==> src/rtl/bin_to_bcd_serial_if.sv <==
// bin_to_bcd_serial_if: valid/ready bundle carrying words into and BCD results out of the converter
interface bin_to_bcd_serial_if #(parameter int BIN_W = 8, parameter int DIGITS = 3);
  logic in_valid, in_ready, out_valid, out_ready, overflow, busy;
  logic [BIN_W-1:0] bin_in;
  logic [4*DIGITS-1:0] bcd_out;
  modport master (output in_valid, bin_in, out_ready, input in_ready, out_valid, bcd_out, overflow, busy);
  modport slave (input in_valid, bin_in, out_ready, output in_ready, out_valid, bcd_out, overflow, busy);
endinterface

==> src/rtl/bin_to_bcd_serial.sv <==
// bin_to_bcd_serial: one-bit-per-clock double-dabble binary to packed BCD converter
module bin_to_bcd_serial #(
  parameter int BIN_W = 8,
  parameter int DIGITS = 3
) (
  input logic clk,
  input logic rst_n,
  bin_to_bcd_serial_if.slave bus
);
  localparam int CW = $clog2(BIN_W + 1);
  localparam int BW = 4 * DIGITS;
  typedef enum logic [1:0] {IDLE, SHIFT, DONE} state_t;
  state_t state, state_nx;
  logic [BW-1:0] bcd, adj;
  logic [BIN_W-1:0] bin;
  logic [CW-1:0] cnt;
  logic ovf;
  // per-digit add-3 correction; no carry between digits, so each nibble wraps on its own
  for (genvar g = 0; g < DIGITS; g++) begin : g_adj
    assign adj[4*g +: 4] = (bcd[4*g +: 4] >= 4'd5) ? bcd[4*g +: 4] + 4'd3 : bcd[4*g +: 4];
  end
  // next-state: accept in IDLE, run BIN_W iterations, wait for the consumer in DONE
  always_comb begin
    state_nx = state;
    case (state)
      IDLE: state_nx = bus.in_valid ? SHIFT : IDLE;
      SHIFT: state_nx = (cnt == CW'(1)) ? DONE : SHIFT;
      DONE: state_nx = bus.out_ready ? IDLE : DONE;
      default: state_nx = IDLE;
    endcase
  end
  // state register plus datapath; the bit leaving the top digit is a carry past DIGITS, so it latches overflow
  always_ff @(posedge clk or negedge rst_n) begin
    if (!rst_n) begin
      state <= IDLE;
      bcd <= '0;
      bin <= '0;
      cnt <= '0;
      ovf <= 1'b0;
    end else begin
      state <= state_nx;
      if (state == IDLE && bus.in_valid) begin
        bin <= bus.bin_in;
        bcd <= '0;
        ovf <= 1'b0;
        cnt <= CW'(BIN_W);
      end else if (state == SHIFT) begin
        bcd <= {adj[BW-2:0], bin[BIN_W-1]};
        bin <= bin << 1;
        cnt <= cnt - 1'b1;
        ovf <= ovf | adj[BW-1];
      end
    end
  end
  assign bus.in_ready = (state == IDLE);
  assign bus.out_valid = (state == DONE);
  assign bus.busy = (state != IDLE);
  assign bus.bcd_out = bcd;
  assign bus.overflow = ovf;
endmodule

==> src/flat_wrapper.sv <==
// flat-port wrapper written by rule: the top's interface ports become plain ports
module bin_to_bcd_serial_flat 
#(
  parameter int BIN_W = 8,
  parameter int DIGITS = 3
)
  (clk, rst_n, bus_in_valid, bus_bin_in, bus_out_ready, bus_in_ready, bus_out_valid, bus_bcd_out, bus_overflow, bus_busy);
  bin_to_bcd_serial_if #(.BIN_W(BIN_W), .DIGITS(DIGITS)) bus_i ();
  input logic clk;
  input logic rst_n;
  input wire logic [$bits(bus_i.in_valid)-1:0] bus_in_valid;
  input wire logic [$bits(bus_i.bin_in)-1:0] bus_bin_in;
  input wire logic [$bits(bus_i.out_ready)-1:0] bus_out_ready;
  output wire logic [$bits(bus_i.in_ready)-1:0] bus_in_ready;
  output wire logic [$bits(bus_i.out_valid)-1:0] bus_out_valid;
  output wire logic [$bits(bus_i.bcd_out)-1:0] bus_bcd_out;
  output wire logic [$bits(bus_i.overflow)-1:0] bus_overflow;
  output wire logic [$bits(bus_i.busy)-1:0] bus_busy;
  assign bus_i.in_valid = bus_in_valid;
  assign bus_i.bin_in = bus_bin_in;
  assign bus_i.out_ready = bus_out_ready;
  assign bus_in_ready = bus_i.in_ready;
  assign bus_out_valid = bus_i.out_valid;
  assign bus_bcd_out = bus_i.bcd_out;
  assign bus_overflow = bus_i.overflow;
  assign bus_busy = bus_i.busy;
  bin_to_bcd_serial #(.BIN_W(BIN_W), .DIGITS(DIGITS)) u_core (.clk(clk), .rst_n(rst_n), .bus(bus_i));
endmodule
==> config.mk <==
export PLATFORM = sky130hd
export DESIGN_NAME = bin_to_bcd_serial_flat
export DESIGN_NICKNAME = d
export VERILOG_FILES = /design/src/rtl/bin_to_bcd_serial_if.sv /design/src/rtl/bin_to_bcd_serial.sv /design/src/flat_wrapper.sv
export SDC_FILE = /design/constraint.sdc
export NUM_CORES = 1
export LEC_CHECK = 0
export CORE_MARGIN = 4
export CORE_UTILIZATION = 51
export CTS_CLUSTER_DIAMETER = 60
export DETAILED_ROUTE_END_ITERATION = 12
export PLACE_DENSITY = 0.78
export SKIP_LAST_GASP = 1
export SLEW_MARGIN = 15
export SYNTH_ARGS = -nofsm -noshare
export SYNTH_HDL_FRONTEND = slang
export SYNTH_SLANG_ARGS = --single-unit
==> constraint.sdc <==
create_clock -name clk -period 1.65 [get_ports clk]
set_clock_uncertainty 0.05 [all_clocks]
set_input_delay 0.165 -clock clk [delete_from_list [all_inputs] [get_ports clk]]
set_output_delay 0.165 -clock clk [all_outputs]
set_load 0.005 [all_outputs]
==> results_dict.tcl, run 1 <==
set metrics [dict create \
    rrSetupSlack_ns 0.09 \
    avgSynthCellArea_um2 9.960 \
    yosys-top-cells-area "dfrtp_1 45%, ha_1 6.6%, o21ai_0 4.6%, inv_1 4.5%, nand2_1 4.0%" \
    synthSimpleGateAreaFrac_pct 10.91 \
    drc_errors 0 \
    vdd_drop_max_uv 861.7 \
    final.setup.tns_ns 0 \
    drt-initial-drc-count 47 \
    cts.sinks 27 \
    cts_inserted_buffers 3 \
    clk_latency_ns 0.34 \
    detail-route-antenna-nets 0 \
    syn_area_um2 1514 \
    rr_startpoint "u_core.state[0]$_DFF_PN0_" \
    ys_seq_area_share_pct 44.63 \
    path_buf_inv 1 \
    netlist.area_leader.share_pct 44.63 \
    grt_usage_pct 19.58 \
    async_flop_share_pct 100.0 \
    dp_hpwl_um 2368 \
    post-route-min-period_ns 1.569 \
    antenna_found_initial 0 \
    drv_slew 0 \
    critPathMaxFanout 6 \
    gp_congestion 0.8356 \
    p_leak_nw 0.8602 \
    synth_compound_area_share_pct 25.79 \
    area_growth_pct 25.04 \
    netlist_instances 152 \
    critical_path.slowest_cell "clkdlybuf4s50_1" \
    min_path_type "input pin to asynchronous set/reset pin" \
    wl_per_cell_um 15.16 \
    fin_nets 208 \
    htree_num_levels 1 \
    synth_top_area_cell "dfrtp_1" \
    clockBufferDepth 2 \
    yosysWarnings 0 \
    ios 28 \
    diodes 0 \
    reg2reg_depth 6 \
    power_w 0.003456 \
    arrival_ns 1.35 \
    initial_core_util_pct 53.97 \
    drive_above_1_share_pct 11.76 \
    whs_ns 0.1272 \
    finalSetupViolCount 0 \
    required_ns 1.43 \
    path_class "flop to output pin" \
    synth_fp_nets 172 \
    fin_crit_sh_pct 95.12 \
    worstMarginPinSlew_ns 0.3372 \
    rr_endpoint "u_core.state[1]$_DFF_PN0_" \
    grt_max_degree 28 \
    grt_overflow 0 \
    die_h_um 62.49 \
    worst_setup_path_end_kind "output pin" \
    synth.distinct_cells 32 \
    status "completed" \
    die_area_um2 3904 \
    synth_top_family_by_area "compound AO/OA/AOI/OAI gates" \
    synth_fa_ha_area_share_pct 6.612 \
    core_um2 2805 \
    clk_pin_slew_worst_paths_ns 0.15 \
    io_buffers 27 \
    first_pass_iters 4 \
    num_rows 19 \
    synth_seq_cells 27 \
    num_vias 1267 \
    path_cells "clkdlybuf4s50_1" \
    yosys_most_used_dff "dfrtp_1" \
    timing.final.hold_violations 0 \
    synth_edf_count 0 \
    max_cap_violations 0 \
    rsz0062_at_grt "yes" \
    max_slew_margin_pct 77.52 \
    fmax_ghz 0.6372 \
    cp_top_family "buffers and inverters" \
    wl_um 3305 \
    vias_per_cell 5.812 \
    chipWidth_um 62.49 \
    synth_mux_area_share_pct 1.405 \
    grt_pass1_wl_um 6292 \
    slowest_delay_ns 0.54 \
    cts_tree "built" \
    clockRootBuffer "clkbuf_4" \
    grt_pass1_vias 1397 \
    synth-xor-area-share_pct 1.736 \
    power_density_nw_per_um2 1826 \
    worstSetupStartpointType "flop" \
]
==> where the power goes <==
group | switching, W | internal [W]
combinational | 0.000927 | 0.00104
clock | 0.000201 | 0.0000913
sequential | 0.000258 | 0.000943
==> cell families after synthesis <==
group                      count (synthesis)
xor gates and xnor gates                   3
adders and majority gates                  8
muxes                                      2
buffers and inverters                     26
DFF                                       27
AOI/OAI and AO/OA                         53
and+or+nand+nor                           33
==> cells in the mapped netlist, drive strengths merged (6+ instances only) <==
library cell,n
dfrtp,27
inv,18
nand2,16
o21ai,14
buf,8
ha,8
a22oi,7
nand2b,6
o2111ai,6
==> registers in the layout (all words and copies together) (netlist names) <==
register / flops
u_core.bin: 8
u_core.bus.bcd_out: 12
u_core.bus.overflow: 1
u_core.cnt: 4
u_core.state: 2
==> repair_timing <==
action                                  CTS  global route
buffers inserted                          4             3
endpoints found under the setup margin    3             9
cloned                                    0             0
hold buffers                              0             0
resized for setup                         3             2
==> cell type report <==
cell class	count	area (µm²)
fill	237	912.1
multi-input combinational	99	705.7
sequential	27	676.9
timing repair buffer	39	376.6
inverter	18	67.56
tap	31	38.79
clock buffer	3	22.52
clock inverter	1	5.005
==> stage by stage <==
| step | utilization (%) | instance area (µm²) | std cells | setup slack (ns) |
|---|---|---|---|---|
| 2_1_floorplan | - | 1514 | 152 | 0.3012 |
| 3_3_place_gp | 63.92 | 1793 | 207 | 0.1528 |
| 3_5_place_dp | 63.92 | 1793 | 207 | 0.1006 |
| 4_1_cts | 66.06 | 1853 | 215 | 0.01114 |
| 5_1_grt | 67.48 | 1893 | 218 | -0.02947 |
| 6_report | 67.48 | 1893 | 218 | 0.08057 |
==> routing by layer <==
layer | up-vias | GRT usage (%) | wire length, µm
li1 | 615 | - | -
met1 | 611 | 24.63 | 1498
met2 | 34 | 32.22 | 1582
met3 | 7 | 3.777 | 148
met4 | 0 | 9.366 | 75
met5 | - | 0 | 0
==> layout by cell type, fill, tap and decap left out, types with 2 or more instances in the layout <==
master / Yosys / layout
a32o_1: 4 / 4
nand2_1: 16 / 16
nor2b_1: 3 / 3
o32ai_1: 2 / 2
buf_4: 1 / 11
o211ai_1: 3 / 3
and2b_1: 2 / 2
dfrtp_1: 27 / 26
ha_1: 8 / 8
nand2b_1: 6 / 6
clkdlybuf4s50_1: 0 / 24
clkbuf_4: 0 / 3
a22oi_1: 7 / 7
o31ai_1: 4 / 4
xnor2_1: 3 / 3
o21a_1: 3 / 3
o221ai_1: 3 / 3
o2111ai_1: 6 / 6
nor2_1: 4 / 3
o21ai_0: 14 / 14
inv_1: 18 / 18
dlymetal6s2s_1: 0 / 2
==> worst max path at each step <==
stage,slack (ns),depth (start not counted),to,from
after floorplan,0.30,5,u_core.bus.bcd_out[8]$_DFFE_PN0P_,u_core.bus.bcd_out[4]$_DFFE_PN0P_
after global placement,0.15,4,u_core.bus.bcd_out[7]$_DFFE_PN0P_,bus_in_valid
after detailed placement,0.10,5,u_core.bus.bcd_out[8]$_DFFE_PN0P_,u_core.bus.bcd_out[4]$_DFFE_PN0P_
after CTS,0.01,2,bus_in_ready,u_core.state[1]$_DFF_PN0_
after global routing,-0.03,5,u_core.bus.bcd_out[8]$_DFFE_PN0P_,u_core.bus.bcd_out[5]$_DFFE_PN0P_
final,0.08,1,bus_bcd_out[6],u_core.bus.bcd_out[6]$_DFFE_PN0P_
Note: power is estimated with default switching activity, not from simulation.
==> inputs of run 2 (changes only) <==
--- a/config.mk
+++ b/config.mk
@@ -5,11 +5,12 @@
 export SDC_FILE = /design/constraint.sdc
 export NUM_CORES = 1
 export LEC_CHECK = 0
+export CAP_MARGIN = 5
 export CORE_MARGIN = 4
 export CORE_UTILIZATION = 51
-export CTS_CLUSTER_DIAMETER = 60
+export CTS_CLUSTER_DIAMETER = 120
 export DETAILED_ROUTE_END_ITERATION = 12
-export PLACE_DENSITY = 0.78
+export PLACE_DENSITY = 0.88
 export SKIP_LAST_GASP = 1
 export SLEW_MARGIN = 15
 export SYNTH_ARGS = -nofsm -noshare
==> run 2 against run 1 <==
Final area fell by 1.2%. Total power decreased by 1.7%. Count of clock-buffer cells in the layout increased by 1. Sequential share of layout area up 0.56 points. Die area stayed put. Largest power group unchanged. Sequential power is essentially flat. Cell count down 0.46%. Wire length up 2.7%. Combinational power down 3%. Setup slack better by 0.015 ns. Fmax is 0.98% higher.
==> results_dict.tcl, run 2 (same netlist as run 1, synthesis figures left out) <==
set metrics [dict create \
    reg2reg_depth 5 \
    worstSetupStartpointType "flop" \
    io_buffers 27 \
    wl_um 3393 \
    arrival_ns 1.77 \
    dp_slack_ns 0.1388 \
    ios 28 \
    layout_setup_ws_ns 0.09585 \
    grt_pass1_vias 1378 \
    fin_crit_sh_pct 94.19 \
    stdcell_count 217 \
    largest_register_ffs 12 \
    clockBufferDepth 2 \
    drt-initial-drc-count 61 \
    clk_pin_slew_worst_paths_ns 0.14 \
    dp_cells 208 \
    rrSetupSlack_ns 0.1 \
    min_path_type "input pin to asynchronous set/reset pin" \
    timing.final.hold_violations 0 \
    p_leak_nw 0.8335 \
    worst_setup_path_end_kind "flop" \
    power_density_nw_per_um2 1816 \
    drc_errors 0 \
    grt_max_degree 28 \
    diodes 0 \
    dp_hpwl_um 2485 \
    die_area_um2 3904 \
    hold_buffers 0 \
    chipWidth_um 62.49 \
    initial_core_util_pct 53.97 \
    detail-route-antenna-nets 0 \
    grt_pass1_wl_um 5920 \
    num_rows 19 \
    grt_overflow 0 \
    final_cell_mix "24 x clkdlybuf4s50_1, 24 x dfrtp_1, 18 x inv_1" \
    path_class "flop to flop" \
    die_h_um 62.49 \
    wl_per_cell_um 15.64 \
    worstMarginPinSlew_ns 0.4033 \
    cts_tree "built" \
    post-route-min-period_ns 1.554 \
    status "completed" \
    rsz0062_at_grt "yes" \
    cp-startpoint "u_core.state[1]$_DFF_PN0_" \
    drv_slew 0 \
    vias_per_cell 5.903 \
    clk_latency_ns 0.32 \
    num_vias 1281 \
    grt_usage_pct 18.20 \
    first_pass_iters 4 \
    rr_endpoint "u_core.bus.bcd_out[3]$_DFFE_PN0P_" \
    required_ns 1.87 \
    fill_cells 232 \
    finalSetupViolCount 0 \
    htree_num_levels 1 \
    fmax_ghz 0.6434 \
    fin_nets 207 \
    critPathMaxFanout 8 \
    core_um2 2805 \
    cp-endpoint "u_core.bus.bcd_out[3]$_DFFE_PN0P_" \
    rr_startpoint "u_core.state[1]$_DFF_PN0_" \
    antenna_found_initial 0 \
    clockRootBuffer "clkbuf_4" \
    cts.sinks 27 \
    area_growth_pct 23.55 \
    cts_inserted_buffers 3 \
    vdd_drop_max_uv 1203 \
    gp_congestion 0.8305 \
    max_slew_margin_pct 73.05 \
    max_cap_violations 0 \
    drive_above_1_share_pct 11.83 \
]
-- run 2: cell types whose count changed in the layout (fill, tap and decap cells not counted), sizes merged --
| cell | before | now |
|---|---|---|
| dlygate4sd2 | 1 | 2 |
| dlymetal6s2s | 2 | 1 |
| clkbuf | 3 | 4 |
| buf | 12 | 11 |
| clkinv | 1 | 0 |
-- run 2: worst min-delay path by stage --
stage                     cells past startpoint  slack [ns]                       from                   endpoint
after floorplan                               0       -0.18                      rst_n  u_core.bin[0]$_DFFE_PN0P_
after global placement                        2        0.42  u_core.bin[6]$_DFFE_PN0P_  u_core.bin[6]$_DFFE_PN0P_
after detailed placement                      2        0.43  u_core.bin[5]$_DFFE_PN0P_  u_core.bin[5]$_DFFE_PN0P_
after CTS                                     2        0.15                      rst_n  u_core.cnt[2]$_DFFE_PN0P_
after global routing                          2        0.19                      rst_n  u_core.cnt[2]$_DFFE_PN0P_
final                                         2        0.15                      rst_n  u_core.cnt[1]$_DFFE_PN0P_
-- run 2: critical path: stages (launching register included) --
cell	delay (ns)
dfrtp_2	0.44
buf_4	0.14
buf_4	0.15
nand2b_1	0.28
o31ai_1	0.28
a32o_1	0.17
-- run 2: per-stage QoR --
stage / setup TNS (ns) / instance area [µm²] / hold WS, ns / power (W) / utilization, %
after floorplan: 0 / 1514 / -0.1806 / 0.002442 / -
after global placement: 0 / 1800 / 0.4166 / 0.002955 / 64.18
after detailed placement: 0 / 1800 / 0.4338 / 0.003073 / 64.18
after CTS: 0 / 1857 / 0.1526 / 0.003395 / 66.19
after global routing: -0.02444 / 1871 / 0.1896 / 0.003692 / 66.68
final: 0 / 1871 / 0.1473 / 0.003397 / 66.68
-- run 2: cell type report --
type / count / area (µm²) / share of cell area, %
Clock buffer: 4 / 26.28 / 1.405
Inverter: 18 / 67.56 / 3.612
Multi-Input combinational cell: 99 / 705.7 / 37.73
Sequential cell: 27 / 679.4 / 36.32
Tap cell: 31 / 38.79 / 2.074
Timing Repair Buffer: 38 / 352.8 / 18.86
-- run 2: timing repair --
action                                  in CTS  in global routing
setup buffers                                4                  1
endpoints found under the setup margin       3                  2
resized for setup                            4                  3
-- run 2: where the power goes --
group	leakage (nW)	internal, W	switching, W
clock	0.0150	0.0000946	0.000187
combinational	0.478	0.000979	0.000926
sequential	0.341	0.000947	0.000263
-- run 2: metal layers --
| metal | GRT usage [%] | part of all wire [%] |
|---|---|---|
| met5 | 0 | 0 |
| met1 | 20.62 | 43 |
| met2 | 34.22 | 51 |
| met3 | 4.496 | 5.1 |
| met4 | 3.857 | 1.2 |
==> inputs of run 3 (changes only) <==
--- a/config.mk
+++ b/config.mk
@@ -16,3 +16,4 @@
 export SYNTH_ARGS = -nofsm -noshare
 export SYNTH_HDL_FRONTEND = slang
 export SYNTH_SLANG_ARGS = --single-unit
+export TNS_END_PERCENT = 100
==> results of run 3 <==
The final DEF is identical to that of run 2; final timing and power are the same.
==> edit, RTL diff (config.mk and constraints of run 3) <==
`DIGITS` is set to 3 in 3 places; all go to 5.
--- a/src/rtl/bin_to_bcd_serial_if.sv
+++ b/src/rtl/bin_to_bcd_serial_if.sv
@@ -1,3 +1,3 @@
 // bin_to_bcd_serial_if: valid/ready bundle carrying words into and BCD results out of the converter
-interface bin_to_bcd_serial_if #(parameter int BIN_W = 8, parameter int DIGITS = 3);
+interface bin_to_bcd_serial_if #(parameter int BIN_W = 8, parameter int DIGITS = 5);
   logic in_valid, in_ready, out_valid, out_ready, overflow, busy;
--- a/src/rtl/bin_to_bcd_serial.sv
+++ b/src/rtl/bin_to_bcd_serial.sv
@@ -3,3 +3,3 @@
   parameter int BIN_W = 8,
-  parameter int DIGITS = 3
+  parameter int DIGITS = 5
 ) (
--- a/src/flat_wrapper.sv
+++ b/src/flat_wrapper.sv
@@ -4,3 +4,3 @@
   parameter int BIN_W = 8,
-  parameter int DIGITS = 3
+  parameter int DIGITS = 5
 )
Ports: changed (resized bus_bcd_out); port bits go from 28 to 36. No check against the original RTL was run, so the function may have changed too.
==> edit against run 3 <==
- critical endpoint is now bus_in_ready
- power is 57% higher
- area after synthesis is 35% higher
- sequential cell count increased by 8
- design area rose by 42%
- first-iteration DRC count grew to 3.2 times the old value
- sequential power grew 31%
- worst setup slack lost 0.052 ns
- wire length up 38%
- final cell count up 36%
- synthesized cell count up 30%
- largest power group unchanged
==> edit: results <==
{
  "ctsHtreeMaxLevel": 2,
  "drt_wl_total_um": 4690,
  "drt_iter0_markers": 193,
  "clock_cell_area_share_pct": 3.78,
  "critPathTopFamily": "buffers and inverters",
  "synthToLayoutAreaGrowth_pct": 29.9,
  "clk_latency_ns": 0.29,
  "arrival_ns": 1.39,
  "peakVddDrop_v": 0.000836,
  "syn_nets": 221,
  "synth-seq-cells": 35,
  "cts_made_buffers": 5,
  "clock-root-buffer": "clkbuf_8",
  "crit_slowest_cell": "clkdlybuf4s50_1",
  "multi_input_area_sq_um": 1010,
  "p_switching_mw": 2.15,
  "place_ws_ns": 0.0743,
  "yosysUniqueCellTypes": 36,
  "synth_compound_area_share_pct": 30.3,
  "leakagePower_nw": 1.13,
  "netlist_instances": 197,
  "grt_pass1_wl_um": 8190,
  "nClkBuffers": 8,
  "synth_common_cells": "dfrtp_1, inv_1, nand2_1",
  "ys_seq_area_share_pct": 42.9,
  "regArea_sq_um": 878,
  "comb.multi_input.count": 126,
  "path_clk_slew_ns": 0.06,
  "grt_pass1_vias": 1733,
  "status": "finished clean",
  "dp.final_hpwl_um": 3260,
  "max_stage_delay_ns": 0.52,
  "synthMuxAreaShare_pct": 1.04,
  "inv_count": 26,
  "viasPerCell": 5.84,
  "synth_xor_area_share_pct": 2.15,
  "largest_reg_flops": 20,
  "cts_setup_buffers": 3,
  "n_fill_cell": 264,
  "synthAdderAreaFrac_pct": 7.36,
  "drive_above_1_share_pct": 17.0
}
==> edit: power groups by stage <==
stage	clock network (mW)	logic, mW	registers, mW
6_report	0.682	3.06	1.59
5_1_grt	0.730	3.38	1.65
4_1_cts	0.701	2.98	1.59
3_5_place_dp	0	2.90	1.62
3_3_place_gp	0	2.79	1.61
2_1_floorplan	0	1.91	1.54
==> edit: final timing paths <==
check	startpoint	end	slack (ns)
worst min-delay path	rst_n	u_core.bin[5]	0.24
max in group asynchronous	rst_n	u_core.state[1]	0.99
worst max register to register	u_core.bus.bcd_out[0]	u_core.bus.bcd_out[2]	0.10
worst max-delay path	u_core.state[0]	bus_in_ready	0.04
worst min register to register	u_core.bin[5]	u_core.bin[5]	0.44
min in group clk	bus_out_ready	u_core.state[1]	0.42
==> edit: layer usage <==
metal,up-vias,track usage [%],wire length (um)
met5,-,0,0
met1,844,27.0,2010
met4,0,10.2,124
met2,51,31.9,2310
met3,10,4.35,239
li1,819,-,-
